==> config.mk <==
export PLATFORM = sky130hd
export DESIGN_NAME = tx_frame_serializer_flat
export DESIGN_NICKNAME = d
export VERILOG_FILES = /design/src/rtl/tx_frame_serializer_if.sv /design/src/rtl/tx_frame_serializer.sv /design/src/flat_wrapper.sv
export SDC_FILE = /design/constraint.sdc
export NUM_CORES = 1
export LEC_CHECK = 0
export CAP_MARGIN = 20
export CORE_MARGIN = 2
export CORE_UTILIZATION = 55
export CTS_CLUSTER_DIAMETER = 200
export DETAILED_ROUTE_END_ITERATION = 8
export PLACE_DENSITY_LB_ADDON = 0.15
export SYNTH_ARGS = -nofsm -noshare
export SYNTH_HDL_FRONTEND = slang
export SYNTH_SLANG_ARGS = --single-unit
==> constraint.sdc <==
create_clock -name clk -period 6.3 [get_ports clk]
set_input_delay 1.26 -clock clk [delete_from_list [all_inputs] [get_ports clk]]
set_output_delay 1.26 -clock clk [all_outputs]
set_load 0.02 [all_outputs]
==> src/rtl/tx_frame_serializer_if.sv <==
// Handshake and data bundle between the frame serializer, its packet FIFO,
// the register file (start/pkt_len) and the downstream bit consumer.
interface tx_frame_serializer_if;
  logic       start;
  logic [7:0] pkt_len;
  logic       fifo_rd_en;
  logic [7:0] fifo_data;
  logic       fifo_empty;
  logic       tx_bit;
  logic       tx_bit_valid;
  logic       tx_bit_ready;
  logic       busy;
  logic       done;
  logic       underrun;
  logic       len_err;

  // Serializer side
  modport master (
    input  start, pkt_len, fifo_data, fifo_empty, tx_bit_ready,
    output fifo_rd_en, tx_bit, tx_bit_valid, busy, done, underrun, len_err
  );

  // Environment side (register file, FIFO, downstream consumer)
  modport slave (
    output start, pkt_len, fifo_data, fifo_empty, tx_bit_ready,
    input  fifo_rd_en, tx_bit, tx_bit_valid, busy, done, underrun, len_err
  );
endinterface

==> src/rtl/tx_frame_serializer.sv <==
// Frame serializer: preamble, SFD, length, payload pulled from the FIFO and a
// CRC-8 over length+payload, shifted out MSB-first over a valid/ready bit link.
module tx_frame_serializer #(
  parameter int unsigned PREAMBLE_BYTES = 4,
  parameter logic [7:0]  SFD            = 8'hA7,
  parameter logic [7:0]  CRC_POLY       = 8'h07,
  parameter int unsigned MAX_LEN        = 64
) (
  input logic                   clk,
  input logic                   reset,
  tx_frame_serializer_if.master bus
);

  typedef enum logic [3:0] {
    ST_IDLE, ST_PREAMBLE, ST_SFD, ST_LEN, ST_FETCH,
    ST_WAIT, ST_PAYLOAD, ST_CRC, ST_FIN
  } state_t;

  localparam logic [7:0] PREAMBLE_BYTE = 8'h55;
  localparam logic [3:0] PRE_LAST      = 4'(PREAMBLE_BYTES - 1);
  localparam logic [7:0] MAX_LEN_B     = 8'(MAX_LEN);

  state_t     state_reg, state_next;
  logic [7:0] shreg_reg, shreg_next;
  logic [2:0] bit_cnt_reg, bit_cnt_next;
  logic [3:0] pre_cnt_reg, pre_cnt_next;
  logic [7:0] len_reg, len_next;
  logic [7:0] remain_reg, remain_next;
  logic [7:0] crc_reg, crc_next;
  logic       underrun_reg, underrun_next;
  logic       len_err_reg, len_err_next;

  logic       tx_valid;
  logic       xfer;
  logic       byte_last;
  logic       crc_fb;
  logic [7:0] crc_upd;
  logic       rd_en;

  // Bit-level link status and the CRC value including the bit now on the wire
  always_comb begin
    tx_valid  = (state_reg == ST_PREAMBLE) || (state_reg == ST_SFD) ||
                (state_reg == ST_LEN) || (state_reg == ST_PAYLOAD) ||
                (state_reg == ST_CRC);
    xfer      = tx_valid && bus.tx_bit_ready;
    byte_last = xfer && (bit_cnt_reg == 3'd7);
    crc_fb    = crc_reg[7] ^ shreg_reg[7];
    crc_upd   = {crc_reg[6:0], 1'b0} ^ (crc_fb ? CRC_POLY : 8'h00);
  end

  // State register and datapath registers; reset aborts any frame in flight
  always_ff @(posedge clk) begin
    if (reset) begin
      state_reg    <= ST_IDLE;
      shreg_reg    <= 8'h00;
      bit_cnt_reg  <= 3'd0;
      pre_cnt_reg  <= 4'd0;
      len_reg      <= 8'h00;
      remain_reg   <= 8'h00;
      crc_reg      <= 8'h00;
      underrun_reg <= 1'b0;
      len_err_reg  <= 1'b0;
    end else begin
      state_reg    <= state_next;
      shreg_reg    <= shreg_next;
      bit_cnt_reg  <= bit_cnt_next;
      pre_cnt_reg  <= pre_cnt_next;
      len_reg      <= len_next;
      remain_reg   <= remain_next;
      crc_reg      <= crc_next;
      underrun_reg <= underrun_next;
      len_err_reg  <= len_err_next;
    end
  end

  // Next-state logic: byte sequencing, FIFO fetch, shift and CRC update
  always_comb begin
    state_next    = state_reg;
    shreg_next    = shreg_reg;
    bit_cnt_next  = bit_cnt_reg;
    pre_cnt_next  = pre_cnt_reg;
    len_next      = len_reg;
    remain_next   = remain_reg;
    crc_next      = crc_reg;
    underrun_next = underrun_reg;
    len_err_next  = 1'b0;
    rd_en         = 1'b0;

    // A transfer always consumes the MSB; the byte-end cases below may reload
    if (xfer) begin
      shreg_next   = {shreg_reg[6:0], 1'b0};
      bit_cnt_next = bit_cnt_reg + 3'd1;
    end
    // Only the length and payload bits are covered by the CRC
    if (xfer && ((state_reg == ST_LEN) || (state_reg == ST_PAYLOAD))) begin
      crc_next = crc_upd;
    end

    case (state_reg)
      ST_IDLE: begin
        if (bus.start) begin
          if (bus.pkt_len > MAX_LEN_B) begin
            len_err_next = 1'b1;
          end else begin
            len_next      = bus.pkt_len;
            remain_next   = bus.pkt_len;
            crc_next      = 8'h00;
            underrun_next = 1'b0;
            pre_cnt_next  = 4'd0;
            bit_cnt_next  = 3'd0;
            shreg_next    = PREAMBLE_BYTE;
            state_next    = ST_PREAMBLE;
          end
        end
      end
      ST_PREAMBLE: begin
        if (byte_last) begin
          if (pre_cnt_reg == PRE_LAST) begin
            shreg_next = SFD;
            state_next = ST_SFD;
          end else begin
            pre_cnt_next = pre_cnt_reg + 4'd1;
            shreg_next   = PREAMBLE_BYTE;
          end
        end
      end
      ST_SFD: begin
        if (byte_last) begin
          shreg_next = len_reg;
          state_next = ST_LEN;
        end
      end
      ST_LEN: begin
        if (byte_last) begin
          if (len_reg == 8'h00) begin
            shreg_next = crc_upd;
            state_next = ST_CRC;
          end else begin
            state_next = ST_FETCH;
          end
        end
      end
      ST_FETCH: begin
        if (!bus.fifo_empty) begin
          rd_en      = 1'b1;
          state_next = ST_WAIT;
        end else begin
          // Starved mid-frame: abandon without CRC or done
          underrun_next = 1'b1;
          state_next    = ST_IDLE;
        end
      end
      ST_WAIT: begin
        shreg_next = bus.fifo_data;
        state_next = ST_PAYLOAD;
      end
      ST_PAYLOAD: begin
        if (byte_last) begin
          remain_next = remain_reg - 8'd1;
          if (remain_reg == 8'd1) begin
            shreg_next = crc_upd;
            state_next = ST_CRC;
          end else begin
            state_next = ST_FETCH;
          end
        end
      end
      ST_CRC: begin
        if (byte_last) begin
          state_next = ST_FIN;
        end
      end
      ST_FIN: begin
        state_next = ST_IDLE;
      end
      default: begin
        state_next = ST_IDLE;
      end
    endcase
  end

  // Output decode from registered state
  always_comb begin
    bus.fifo_rd_en   = rd_en;
    bus.tx_bit_valid = tx_valid;
    bus.tx_bit       = tx_valid & shreg_reg[7];
    bus.busy         = (state_reg != ST_IDLE);
    bus.done         = (state_reg == ST_FIN);
    bus.underrun     = underrun_reg;
    bus.len_err      = len_err_reg;
  end

endmodule

==> src/flat_wrapper.sv <==
// flat-port wrapper written by rule: the top's interface ports become plain ports
module tx_frame_serializer_flat 
#(
  parameter int unsigned PREAMBLE_BYTES = 4,
  parameter logic [7:0]  SFD            = 8'hA7,
  parameter logic [7:0]  CRC_POLY       = 8'h07,
  parameter int unsigned MAX_LEN        = 64
)
  (clk, reset, bus_start, bus_pkt_len, bus_fifo_data, bus_fifo_empty, bus_tx_bit_ready, bus_fifo_rd_en, bus_tx_bit, bus_tx_bit_valid, bus_busy, bus_done, bus_underrun, bus_len_err);
  tx_frame_serializer_if bus_i ();
  input logic clk;
  input logic reset;
  input wire logic [$bits(bus_i.start)-1:0] bus_start;
  input wire logic [$bits(bus_i.pkt_len)-1:0] bus_pkt_len;
  input wire logic [$bits(bus_i.fifo_data)-1:0] bus_fifo_data;
  input wire logic [$bits(bus_i.fifo_empty)-1:0] bus_fifo_empty;
  input wire logic [$bits(bus_i.tx_bit_ready)-1:0] bus_tx_bit_ready;
  output wire logic [$bits(bus_i.fifo_rd_en)-1:0] bus_fifo_rd_en;
  output wire logic [$bits(bus_i.tx_bit)-1:0] bus_tx_bit;
  output wire logic [$bits(bus_i.tx_bit_valid)-1:0] bus_tx_bit_valid;
  output wire logic [$bits(bus_i.busy)-1:0] bus_busy;
  output wire logic [$bits(bus_i.done)-1:0] bus_done;
  output wire logic [$bits(bus_i.underrun)-1:0] bus_underrun;
  output wire logic [$bits(bus_i.len_err)-1:0] bus_len_err;
  assign bus_i.start = bus_start;
  assign bus_i.pkt_len = bus_pkt_len;
  assign bus_i.fifo_data = bus_fifo_data;
  assign bus_i.fifo_empty = bus_fifo_empty;
  assign bus_i.tx_bit_ready = bus_tx_bit_ready;
  assign bus_fifo_rd_en = bus_i.fifo_rd_en;
  assign bus_tx_bit = bus_i.tx_bit;
  assign bus_tx_bit_valid = bus_i.tx_bit_valid;
  assign bus_busy = bus_i.busy;
  assign bus_done = bus_i.done;
  assign bus_underrun = bus_i.underrun;
  assign bus_len_err = bus_i.len_err;
  tx_frame_serializer #(.PREAMBLE_BYTES(PREAMBLE_BYTES), .SFD(SFD), .CRC_POLY(CRC_POLY), .MAX_LEN(MAX_LEN)) u_core (.clk(clk), .reset(reset), .bus(bus_i));
endmodule
==> out/qor.yml, run 1 <==
cts_resized: 0
synth_enable_flop_cells: 0
final_core_util_pct: 65.7
cell_at_the_root_of_the_clock_tree: "sky130_fd_sc_hd__clkbuf_8"
critical-path-slowest-cell: "sky130_fd_sc_hd__clkdlybuf4s50_1"
critical_path.startpoint_type: "primary input"
critPathTopFamily: "buffers and inverters"
route.final.wire_length_um: 7040
hp-class: "reg2reg"
cp_data_required_time_ps: 5040
postSynth.asyncResetShare_pct: 0
cp-end-kind: "output pin"
yosys.cell_types.count: 62
post_synth_inst_count: 341
grt_setup_unrepaired: "no"
critical_path_arrival_ps: 2700
area.growth.synth_to_final_pct: 14.5
netSwitchingFraction_pct: 36.2
grt_use_total_pct: 27.1
dp_worst_setup_slack_ps: 2320
cts-buffers-inserted: 5
global_route.overflow_total: 0
finalHoldViolations: 0
path_buf_inv: 2
clkPwrFrac_pct: 26.5
synth_nets: 367
drt_pass1_iterations: 5
insertion_delay_ps: 310
wl_per_cell_um: 16.6
p_per_cell_area_nw_per_um2: 281
die_height_um: 74.2
synth.largest_area_cell: "sky130_fd_sc_hd__dfxtp_1"
grt_pass1_vias: 2298
fmax_ghz: 0.252
viasPerCell: 6.16
post_synth.cell_area_avg_um2: 7.94
longest_individual_stage_delay_on_the_worst_path_ps: 670
io_buffer_count: 27
min_period_over_period_pct: 62.9
routabilityCongestion: 0.934
fp.dieArea_um2: 5500
path_clk_slew_ps: 100
yosysTopAreaCellShare_pct: 33.3
antenna_found_initial: 0
crit_path_frequent_cell: "sky130_fd_sc_hd__clkdlybuf4s50_1"
floorplan.core_area_um2: 4720
placed_cells: 417
comb_power_share_pct: 33.1
final_layout_size_suffix_gt1_share_pct: 5.87
skew_ps: 10.7
postSynthRegisterBits: 45
ys_top_cells_by_area: "sky130_fd_sc_hd__dfxtp_1, sky130_fd_sc_hd__mux2i_1, sky130_fd_sc_hd__nor2_1, sky130_fd_sc_hd__nand2_1, sky130_fd_sc_hd__a21oi_1"
seq_power_share_pct: 40.3
netlist_area_um2: 2710
synth_top_cells_by_count: "sky130_fd_sc_hd__dfxtp_1, sky130_fd_sc_hd__nor2_1, sky130_fd_sc_hd__nand2_1"
worst_setup_slack_after_layout_ps: 2340
final_nets: 383
final_critical_path_required_period_ps: 3960
run_status: "finished, final reports clean"
yosys_warnings: 0
ys_seq_area_share_pct: 33.3
grt_max_degree: 33
drv_slew: 0
worstSetupPathType: "in2out"
grt_first_pass_wirelength_um: 11400
vdd.ir_drop.worst_mv: 0.142
tritoncts: "built"
holdBufCountCts: 0
instances_no_fill: 425
htree_num_levels: 2
p_leak_nw: 1.18
clock-sinks: 45
max-cap-violations: 0
drc_errors: 0
critical_path.max_fanout: 3
postRouteAntennaNets: 0
n_antenna_cell: 0
totalNegativeSetupSlack_ps: 0
clock_path_buffers: 2
power.internal_w: 0.000556
ys.flop_type: "sky130_fd_sc_hd__dfxtp_1"
n_fill_cell: 452
pin_count: 28
drt-initial-drc-count: 324
route.vias.total: 2620
final-setup-viol-count: 0
cp_cell_sequence: "clkdlybuf4s50_1, nor4_1, clkdlybuf4s50_1"
row_count: 25
initial_core_util_pct: 57.4
die_width_um: 74.2
worst_pin_slew_ps: 1070
power.switching_w: 0.000315
hpwl_um: 5070
postCtsSetupBuffers: 0
timing.slew.headroom_pct: 28.0
==> cell type report <==
class	instances	area, um2	share of cell area (%)
Clock buffer	5	68.8	2.22
Inverter	5	18.8	0.605
Tap cell	67	83.8	2.70
Sequential cell	45	901	29.0
Clock inverter	3	47.5	1.53
Timing Repair Buffer	30	293	9.44
Multi-Input combinational cell	270	1690	54.5
==> worst paths after layout <==
kind / startpoint / end / slack, ps / cells past startpoint
setup / recovery: bus_fifo_empty / bus_fifo_rd_en / 2340 / 3
hold / removal: u_core.len_reg[7]$_SDFFE_PP0P_ / u_core.len_reg[7]$_SDFFE_PP0P_ / 460 / 2
setup reg to reg: u_core.state_reg[1]$_SDFFE_PP0P_ / u_core.remain_reg[0]$_SDFFE_PP0P_ / 2880 / 6
hold reg to reg: u_core.len_reg[7]$_SDFFE_PP0P_ / u_core.len_reg[7]$_SDFFE_PP0P_ / 460 / 2
==> cells by family after synthesis <==
group           Yosys count  synth area share, %
fa+ha+maj                 5                 2.31
flops                    45                 33.3
compound gates           89                 22.3
simple gates            149                 28.2
mux                      19                 7.02
xor+xnor                  8                 2.59
buf+inv                  26                 4.39
==> worst reg2reg max path: cells and delay by family, from the launching register on <==
family | cells | cell delay (ps)
compound gates | 1 | 150
simple gates | 5 | 2560
flops | 1 | 640
==> metal layers <==
| metal | share of wire [%] | global-route usage [%] |
|---|---|---|
| met5 | 0 | 0 |
| met4 | 1.4 | 7.47 |
| met3 | 5.3 | 4.74 |
| met2 | 47 | 42.9 |
| met1 | 46 | 38.2 |
==> power by group through the flow <==
stage / combinational [W] / sequential (W) / clock [W]
6_report: 0.000288 / 0.000351 / 0.000231
3_3_place_gp: 0.000284 / 0.000356 / 0
3_5_place_dp: 0.000285 / 0.000355 / 0
4_1_cts: 0.000286 / 0.000349 / 0.000231
5_1_grt: 0.000318 / 0.000356 / 0.000244
2_1_floorplan: 0.000228 / 0.000330 / 0
==> cell usage in the layout (no fill, tap or decap), types with 4 or more instances in the layout <==
master | netlist | routed
sky130_fd_sc_hd__nor4_1 | 7 | 7
sky130_fd_sc_hd__xnor2_1 | 5 | 5
sky130_fd_sc_hd__or3_1 | 9 | 9
sky130_fd_sc_hd__nand2b_1 | 9 | 9
sky130_fd_sc_hd__dfxtp_1 | 45 | 45
sky130_fd_sc_hd__nand3_1 | 5 | 5
sky130_fd_sc_hd__a31oi_1 | 5 | 5
sky130_fd_sc_hd__clkbuf_8 | 0 | 5
sky130_fd_sc_hd__clkdlybuf4s50_1 | 0 | 27
sky130_fd_sc_hd__nor4b_1 | 5 | 5
sky130_fd_sc_hd__nor2b_1 | 4 | 4
sky130_fd_sc_hd__nand2_1 | 36 | 36
sky130_fd_sc_hd__nor2_1 | 45 | 45
sky130_fd_sc_hd__and2_1 | 4 | 4
sky130_fd_sc_hd__ha_1 | 5 | 5
sky130_fd_sc_hd__mux2i_1 | 19 | 19
sky130_fd_sc_hd__o22a_1 | 4 | 4
sky130_fd_sc_hd__a21o_1 | 4 | 4
sky130_fd_sc_hd__o21ai_0 | 13 | 13
sky130_fd_sc_hd__a21oi_1 | 25 | 25
sky130_fd_sc_hd__nor3_1 | 7 | 7
sky130_fd_sc_hd__a22oi_1 | 5 | 5
sky130_fd_sc_hd__inv_1 | 5 | 5
==> through the flow <==
stage | power [W] | hold slack [ps] | area (um2)
after global routing | 0.000918 | 483 | 3100
final | 0.000870 | 456 | 3100
after CTS | 0.000867 | 457 | 3100
after floorplan | 0.000557 | 422 | 2710
after global placement | 0.000639 | 436 | 2990
after detailed placement | 0.000640 | 441 | 2990
No activity file was read; power rests on OpenSTA's default activity.
==> run 2: changes to the inputs <==
CORE_UTILIZATION = 51   (was 55)
clock period = 3.3 ns   (was 6.3 ns; I/O delays follow)
==> run 2 against run 1 <==
  * Global-route usage down 1.3 points
  * Wire length up 3.2%
  * Combinational power up 110%
  * Utilization down 3.3 points
  * Clock skew up 0.72 ps
  * Critical path depth unchanged
  * Hold slack better by 1.5 ps
  * Sequential share of layout area down 0.75 points
  * Non-clock buffer count up 11
  * Total power up 93%
  * Setup slack worse by 1900 ps
  * Via count up 0.80%
  * Critical path type is now reg2out
  * Largest power group unchanged
==> out/qor.yml, run 2 (synthesis gave the netlist of run 1 again) <==
run_status: "finished, final reports clean"
critical_path.startpoint_type: "register"
clock_path_buffers: 2  # unchanged
n_fill_cell: 457  # +1.1%
final-setup-viol-count: 0  # unchanged
drt-initial-drc-count: 245  # -24%
drc_errors: 0  # unchanged
min_path_cells: 2  # unchanged
antenna_found_initial: 0  # unchanged
global_route.overflow_total: 0  # unchanged
viasPerCell: 6.02  # -2.4%
die_width_um: 76.9  # +3.6%
power.switching_w: 0.000598  # +90%
worst_hold_path.endpoint: "u_core.len_reg[7]$_SDFFE_PP0P_"
tritoncts: "built"
initial_core_util_pct: 53.0  # -4.3 points
vdd.ir_drop.worst_mv: 0.322  # +130%
clkPwrFrac_pct: 25.2  # -1.3 points
area.growth.synth_to_final_pct: 17.6
n_antenna_cell: 0  # unchanged
die_height_um: 76.9  # +3.6%
holdBufCountCts: 0  # unchanged
grt_max_degree: 23  # -30%
postRouteAntennaNets: 0  # unchanged
worst_hold_margin_ps: 458  # +1.52 ps
drv_slew: 0  # unchanged
regToRegEndpoint: "u_core.shreg_reg[3]$_SDFF_PP0_"
fp.dieArea_um2: 5910  # +7.4%
grt_use_total_pct: 25.8  # -1.3 points
cell_at_the_root_of_the_clock_tree: "sky130_fd_sc_hd__clkbuf_8"
wl_per_cell_um: 16.6  # -0.11%
grt_first_pass_wirelength_um: 12200  # +7.6%
final_nets: 394  # +2.9%
pin_count: 28  # unchanged
min_from: "u_core.len_reg[7]$_SDFFE_PP0P_"
cts_resized: 0  # unchanged
rr_worst_depth: 8  # +2
cts-buffers-inserted: 5  # unchanged
route.final.wire_length_um: 7270  # +3.2%
p_leak_nw: 1.23  # +4.8%
cp-end-kind: "output pin"
clock-sinks: 45  # unchanged
row_count: 26  # +4.0%
io_buffer_count: 27  # unchanged
floorplan.core_area_um2: 5110  # +8.1%
seq_power_share_pct: 37.9  # -2.4 points
rrSetupSlack_ps: 760  # -2120 ps
worst_pin_slew_ps: 750  # -316 ps
finalHoldViolations: 0  # unchanged
routabilityCongestion: 0.913  # -2.2%
fmax_ghz: 0.344
hp-class: "reg2reg"
route.vias.total: 2641  # +0.80%
final_critical_path_required_period_ps: 2910
min_period_over_period_pct: 88.2
comb_power_share_pct: 36.9  # +3.8 points
htree_num_levels: 2  # unchanged
hpwl_um: 5510  # +8.7%
cp_data_required_time_ps: 2640  # -2400 ps
critical_path_arrival_ps: 2250  # -450 ps
worstSetupPathType: "reg2out"
drt_pass1_iterations: 5  # unchanged
mostFrequentLayoutCells: "sky130_fd_sc_hd__nor2_1, sky130_fd_sc_hd__dfxtp_1, sky130_fd_sc_hd__nand2_1"
max-cap-violations: 0  # unchanged
critical_path.max_fanout: 22  # +19
power.internal_w: 0.00108  # +94%
p_per_cell_area_nw_per_um2: 527  # +88%
netSwitchingFraction_pct: 35.7  # -0.50 points
skew_ps: 11.4  # +0.718 ps
grt_pass1_vias: 2488  # +8.3%
totalNegativeSetupSlack_ps: 0  # unchanged
path_clk_slew_ps: 90  # about the same
timing.slew.headroom_pct: 49.9  # +22 points
crit-reg2reg-launch: "u_core.remain_reg[1]$_SDFFE_PP0P_"
final_layout_size_suffix_gt1_share_pct: 8.67  # +2.8 points
grt_setup_unrepaired: "no"
insertion_delay_ps: 310  # about the same
postCtsSetupBuffers: 0  # unchanged
run 2: changes by cell type in the layout (fill, tap and decap cells not counted):
| cell | before | now |
|---|---|---|
| sky130_fd_sc_hd__inv_6 | 2 | 1 |
| sky130_fd_sc_hd__buf_4 | 3 | 14 |
| sky130_fd_sc_hd__clkinv_2 | 0 | 1 |
run 2: worst max-delay path, cell delays in order (launching register included):
cell	delay, ps
sky130_fd_sc_hd__dfxtp_1	550
sky130_fd_sc_hd__nor4_1	660
sky130_fd_sc_hd__inv_1	160
sky130_fd_sc_hd__clkdlybuf4s50_1	570
run 2: worst max path at each step:
stage | start | to | slack [ps] | cells after the start
after global routing | u_core.state_reg[1]$_SDFFE_PP0P_ | bus_tx_bit | 280 | 4
final | u_core.state_reg[1]$_SDFFE_PP0P_ | bus_busy | 390 | 3
after floorplan | u_core.state_reg[1]$_SDFFE_PP0P_ | bus_done | 1040 | 4
after detailed placement | bus_pkt_len[5] | u_core.state_reg[2]$_SDFFE_PP0P_ | 400 | 7
after CTS | u_core.state_reg[1]$_SDFFE_PP0P_ | bus_busy | 420 | 3
after global placement | bus_pkt_len[5] | u_core.state_reg[2]$_SDFFE_PP0P_ | 480 | 7
run 2: cell type report:
type                    instances  area (um2)  area share, %
flip-flops and latches         45         901           28.3
clock buffers                   5        68.8           2.16
inverters                       5        18.8          0.589
well taps                      70        87.6           2.75
multi-input cells             270        1690           53.0
repair buffers                 41         375           11.8
clock inverters                 3        43.8           1.38
run 2: per-stage QoR:
stage	util [%]	worst slack (ps)	instance area (um2)	std cells	power, W
after floorplan	-	1040	2710	341	0.00106
after global placement	60.1	477	3070	431	0.00125
after detailed placement	60.1	402	3070	431	0.00125
after CTS	62.3	416	3180	439	0.00168
after global routing	62.3	282	3180	439	0.00177
final	62.3	390	3180	439	0.00168
run 2: power groups by stage:
stage          logic [W]  clock network [W]  registers (W)
2_1_floorplan   0.000434                  0       0.000630
3_3_place_gp    0.000606                  0       0.000644
3_5_place_dp    0.000609                  0       0.000646
4_1_cts         0.000613           0.000432       0.000634
5_1_grt         0.000677           0.000449       0.000641
6_report        0.000618           0.000423       0.000635
run 2: layer usage:
metal	wire length [um]	vias to the layer above	track usage [%]
li1	-	1298	-
met1	3350	1245	34.8
met2	3420	90	42.3
met3	401	8	4.59
met4	100	0	7.64
met5	0	-	0
